## src/rtl/pipe_stage_skid.sv

```systemverilog
// pipe_stage_skid
//   Handshaked pipeline stage register with a 2-entry skid buffer. It carries
//   an arbitrary payload between two CPU stages at full throughput. in_ready
//   comes straight from a flop, so out_ready never reaches it combinationally.
//   A synchronous flush kills every held entry, and out_data shows BUBBLE
//   whenever no entry is valid.
//
// Parameters:
//   DATA_W  payload width in bits
//   BUBBLE  value shown on out_data when empty; loaded on reset and flush
//   CNT_W   width of the statistics counters
//
// Ports:
//   clk        rising-edge clock
//   resetl     synchronous, active-low reset (overrides flush and handshakes)
//   flush      synchronous kill of all held entries
//   in_valid   upstream offers in_data
//   in_data    upstream payload
//   in_ready   stage can accept this cycle (registered)
//   out_valid  out_data holds a live payload
//   out_data   downstream payload (main register)
//   out_ready  downstream consumes this cycle
//   occupancy  number of held entries, 0..2
//   stall_cnt  cycles with out_valid & !out_ready (saturating)
//   flush_cnt  cycles with flush asserted outside reset (saturating)
//
// Build option:
//   PIPE_STAGE_STATS_EN  when defined, stall_cnt/flush_cnt are live saturating
//                        counters. When undefined they are tied to 0 and no
//                        counter flops exist.

module pipe_stage_skid #(
  parameter int                DATA_W = 96,
  parameter logic [DATA_W-1:0] BUBBLE = {DATA_W{1'b0}},
  parameter int                CNT_W  = 16
) (
  input  logic              clk,
  input  logic              resetl,
  input  logic              flush,
  input  logic              in_valid,
  input  logic [DATA_W-1:0] in_data,
  output logic              in_ready,
  output logic              out_valid,
  output logic [DATA_W-1:0] out_data,
  input  logic              out_ready,
  output logic [1:0]        occupancy,
  output logic [CNT_W-1:0]  stall_cnt,
  output logic [CNT_W-1:0]  flush_cnt
);

  typedef enum logic [1:0] {
    ST_EMPTY = 2'd0,
    ST_ONE   = 2'd1,
    ST_FULL  = 2'd2
  } state_t;

  state_t            state_q, state_d;
  logic [DATA_W-1:0] main_q, main_d;
  logic [DATA_W-1:0] skid_q, skid_d;
  logic              in_ready_q, in_ready_d;
  logic              out_valid_q, out_valid_d;
  logic [1:0]        occ_q, occ_d;
  logic              accept, pop;

  assign accept = in_valid & in_ready_q;
  assign pop    = out_valid_q & out_ready;

  always_comb begin
    state_d = state_q;
    main_d  = main_q;
    skid_d  = skid_q;
    if (flush) begin
      // A same-cycle accept is dropped; a same-cycle pop has already been
      // taken by the downstream, so nothing is left to re-present.
      state_d = ST_EMPTY;
      main_d  = BUBBLE;
      skid_d  = BUBBLE;
    end else begin
      case (state_q)
        ST_EMPTY: begin
          if (accept) begin
            state_d = ST_ONE;
            main_d  = in_data;
          end
        end
        ST_ONE: begin
          if (accept && !pop) begin
            state_d = ST_FULL;
            skid_d  = in_data;
          end else if (accept && pop) begin
            main_d  = in_data;
          end else if (pop) begin
            state_d = ST_EMPTY;
            main_d  = BUBBLE;
          end
        end
        ST_FULL: begin
          // in_ready is low here, so only the drain into main can happen.
          if (pop) begin
            state_d = ST_ONE;
            main_d  = skid_q;
            skid_d  = BUBBLE;
          end
        end
        default: begin
          state_d = ST_EMPTY;
          main_d  = BUBBLE;
          skid_d  = BUBBLE;
        end
      endcase
    end

    // The handshake outputs are derived from the next state and then
    // registered, so they change together with the state.
    in_ready_d  = (state_d != ST_FULL);
    out_valid_d = (state_d != ST_EMPTY);
    case (state_d)
      ST_ONE:  occ_d = 2'd1;
      ST_FULL: occ_d = 2'd2;
      default: occ_d = 2'd0;
    endcase
  end

  always_ff @(posedge clk) begin
    if (!resetl) begin
      state_q     <= ST_EMPTY;
      main_q      <= BUBBLE;
      skid_q      <= BUBBLE;
      in_ready_q  <= 1'b1;
      out_valid_q <= 1'b0;
      occ_q       <= 2'd0;
    end else begin
      state_q     <= state_d;
      main_q      <= main_d;
      skid_q      <= skid_d;
      in_ready_q  <= in_ready_d;
      out_valid_q <= out_valid_d;
      occ_q       <= occ_d;
    end
  end

  assign in_ready  = in_ready_q;
  assign out_valid = out_valid_q;
  assign out_data  = main_q;
  assign occupancy = occ_q;

`ifdef PIPE_STAGE_STATS_EN
  logic [CNT_W-1:0] stall_cnt_q, stall_cnt_d;
  logic [CNT_W-1:0] flush_cnt_q, flush_cnt_d;

  // Both counters stop at all-ones rather than wrapping.
  always_comb begin
    stall_cnt_d = stall_cnt_q;
    flush_cnt_d = flush_cnt_q;
    if (out_valid_q && !out_ready && (stall_cnt_q != {CNT_W{1'b1}}))
      stall_cnt_d = stall_cnt_q + CNT_W'(1);
    if (flush && (flush_cnt_q != {CNT_W{1'b1}}))
      flush_cnt_d = flush_cnt_q + CNT_W'(1);
  end

  always_ff @(posedge clk) begin
    if (!resetl) begin
      stall_cnt_q <= '0;
      flush_cnt_q <= '0;
    end else begin
      stall_cnt_q <= stall_cnt_d;
      flush_cnt_q <= flush_cnt_d;
    end
  end

  assign stall_cnt = stall_cnt_q;
  assign flush_cnt = flush_cnt_q;
`else
  assign stall_cnt = '0;
  assign flush_cnt = '0;
`endif

endmodule
```

## config.mk

```make
export PLATFORM = sky130hd
export DESIGN_NAME = pipe_stage_skid
export DESIGN_NICKNAME = d
export VERILOG_FILES = /design/src/rtl/pipe_stage_skid.sv
export SDC_FILE = /design/constraint.sdc
export NUM_CORES = 1
export LEC_CHECK = 0
export ABC_AREA = 1
export BUFFER_PORTS_ARGS = -buffer_cell sky130_fd_sc_hd__buf_2
export CORE_MARGIN = 10
export CORE_UTILIZATION = 32
export CTS_BUF_LIST = sky130_fd_sc_hd__clkbuf_16
export DETAILED_ROUTE_END_ITERATION = 8
export SETUP_SLACK_MARGIN = 0.15
export SLEW_MARGIN = 25
export SYNTH_ARGS = -nofsm -noshare
export SYNTH_HDL_FRONTEND = slang
export SYNTH_SLANG_ARGS = --single-unit
```

## constraint.sdc

```tcl
create_clock -name clk -period 2.04 [get_ports clk]
set_clock_uncertainty 0.2 [all_clocks]
set_input_delay 0.306 -clock clk [delete_from_list [all_inputs] [get_ports clk]]
set_output_delay 0.306 -clock clk [all_outputs]
set_load 0.1 [all_outputs]
```

==> metrics.md <==
| Metric | Value |
|---|---|
| Seq/Total Area, Yosys | `36.2%` |
| Synthesized area | `10,900 um^2` |
| Slowest-stage cell, CP | `dfxtp_4` |
| Core Box Area | `33,600 um^2` |
| Num CTS Buffers | `17` |
| Placed inst area | `12,400 um^2` |
| Max Cap Viol | `0` |
| Most frequent CP cell | `nand2_1` |
| Worst vdd ir | `0.590 mV` |
| CTS tree | `done` |
| GPL Wtd Cong | `0.764` |
| Worst-margin pin slew | `0.647 ns` |
| Yosys warns | `0` |
| Vias | `11,100` |
| Hold Fails Final Rpt | `0` |
| Clock Tree Buf Depth | `2` |
| Register Area | `3970 um^2` |
| Final core occ | `40.3%` |
| Critical path type | `flip-flop to flip-flop` |
| Initial antenna violation count | `2` |
| Clock Sinks | `198` |
| Design area | `13,500 um^2` |
| Std cell rows | `67` |
| Worst min-delay path class | `input port to flip-flop` |
| Final Critical Period | `1.82 ns` |
| FF+latch count, synth | `198` |
| Multi-input gate area | `5480 um^2` |
| CP endpoint kind | `flip-flop` |
| Most frequent cells in the layout | `nand2_1 (672), nor2_1 (325), inv_1 (237), buf_2 (200), dfxtp_1 (194)` |
| Leading cell type in the layout, fill and taps excluded | `nand2_1` |
| Slowest stage delay, CP | `0.35 ns` |
| WL final | `34,800 um` |
| IO Port Bufs | `200` |
| Buffers and inverters on the worst path | `2` |
| Startpoint type of the worst setup path | `flip-flop` |
| Cells after synthesis | `1,868` |
| Antenna Nets Post-Route | `0` |
| DR iter-0 viols | `541` |
| Clk slew on worst S/H paths | `0.08 ns` |
| Syn Area/Cell | `5.86 um^2` |
| Yosys cell types | `18` |
| RSZ-0062 raised after global routing | `true` |
| Pwr dens | `746 nW/um^2` |
| Clock Latency Late Sink | `0.45 ns` |
| DR DRC count | `0` |
| Die height | `205 um` |
| Setup TNS | `0 ns` |
| Slew Viols, Final | `0` |
| Initial Utilization | `32.5%` |
| Crit path max-delay family | `simple AND/OR/NAND/NOR gates` |
| Fillers | `3,547` |
| Share of layout cells above drive strength 1 | `13.5%` |
| Critical Path AT | `2.01 ns` |
| Fmax | `0.549 GHz` |
| Max Fanout on Critical Path | `57` |
| Overall Global Routing Usage | `16.5%` |
| Tcrit/Tclk final | `89.3%` |
| Top cell type's share of synthesized area | `36.2%` |
| Area leader, netlist | `dfxtp_1` |
| WL per Instance | `13.9 um` |
| Die Wd | `205 um` |
| WP data required | `2.23 ns` |
| Final HPWL DP | `21,900 um` |
| Fin nets | `2,147` |
| Overflow after GRT | `0` |
| Largest net degree at the start of global routing | `73` |
| Lkg Pwr | `7.24 nW` |
| Number of global-route vias before repair | `11,000` |
| Setup-failing EPs final | `0` |
| Htree depth | `4` |
| Die footprint | `42,000 um^2` |
| Outcome | `complete, no violations` |
| Relative slew slack | `56.9%` |
| Vias per inst | `4.44` |
| Crit path cell chain | `nand2_1 -> buf_4 -> nor2_4 -> buf_12 -> nand2_1 -> nand2_1 -> nor2_1 -> nor2_1` |
| Clock Tree Root | `clkbuf_16` |
| 1st-pass router iterations | `5` |
| First-pass GRT wire length | `56,500 um` |
| IO Count | `233` |
| P&R area growth vs syn | `23.7%` |
| Synth top area cells | `dfxtp_1 (36%), nand2_1 (23%), nor2_1 (11%)` |
-- cells by family (layout without fill, tap and decap cells) --
logic type / after synthesis / in the layout / share of synthesized area [%]
other: 1 / 34 / 0.0343
DFF: 198 / 198 / 36.2
and+or+nand+nor: 1215 / 1215 / 45.6
AOI/OAI and AO/OA: 63 / 63 / 2.88
buffers and inverters: 391 / 550 / 15.2
-- sequential cells by signal, summed over array words and instances (netlist names) --
signal,cells
occupancy,2
out_valid,1
skid_q,96
state_q,2
out_data,96
in_ready,1
-- timing repair --
| action | in CTS | in global routing |
|---|---|---|
| gates cloned | 0 | 1 |
| hold buffers | 48 | 0 |
| hold endpoints to repair | 51 | 0 |
| pin swaps | 0 | 1 |
| endpoints found under the setup margin | 47 | 123 |
| gates resized for setup | 1 | 5 |
| buffers inserted | 0 | 1 |
-- power by group --
group          internal [mW]  switching (mW)  leakage (nW)
Combinational          0.628            1.92          5.35
Clock                   1.82            1.65         0.276
Sequential              4.00          0.0746          1.61
-- layer usage --
metal	vias up	track usage, %	share of wire [%]
li1	5861	-	-
met1	4981	19.2	43
met2	255	29.0	49
met3	46	3.76	5.9
met4	0	6.17	2.2
met5	-	0	0
-- tightest hold or removal path, stage by stage --
cell	delay [ns]
buf_2	0.12
nand2_1	0.06
nand3_1	0.07
nand2_1	0.05
nand2_1	0.04
-- final timing paths --
kind                     start      endpoint  slack, ns  depth (start not counted)
hold / removal     in_data[67]  out_data[67]       0.03                          5
hold reg to reg   out_data[10]  out_data[10]       0.27                          2
setup / recovery     out_valid  out_data[41]       0.22                          8
setup reg to reg     out_valid  out_data[41]       0.22                          8
-- cells in the mapped netlist (all sizes together) --
cell    instances
nand2         677
nor2          329
inv           239
dfxtp         198
nand3         146
buf           101
a21oi          62
nand3b         62
clkbuf         51
conb            1
nand4           1
o21ai           1
-- cell type report --
cell class	count	area share, %
Multi-Input combinational cell	1310	40.5
Sequential cell	198	29.4
Timing Repair Buffer	280	15.1
Inverter	239	6.65
Tap cell	448	4.14
Clock buffer	17	3.14
Clock inverter	14	1.11
Antenna cell	2	0.0370
-- stage by stage --
stage	total power, mW	hold WS [ns]	worst slack [ns]	std cells
6_report	10.1	0.0337	0.219	2508
5_1_grt	10.6	0.0380	0.129	2507
4_1_cts	10.2	0.000411	0.158	2504
3_5_place_dp	6.62	0.260	0.0381	2425
3_3_place_gp	6.60	0.254	0.102	2425
2_1_floorplan	6.08	0.252	0.194	1899
No activity file was read; power rests on OpenSTA's default activity.
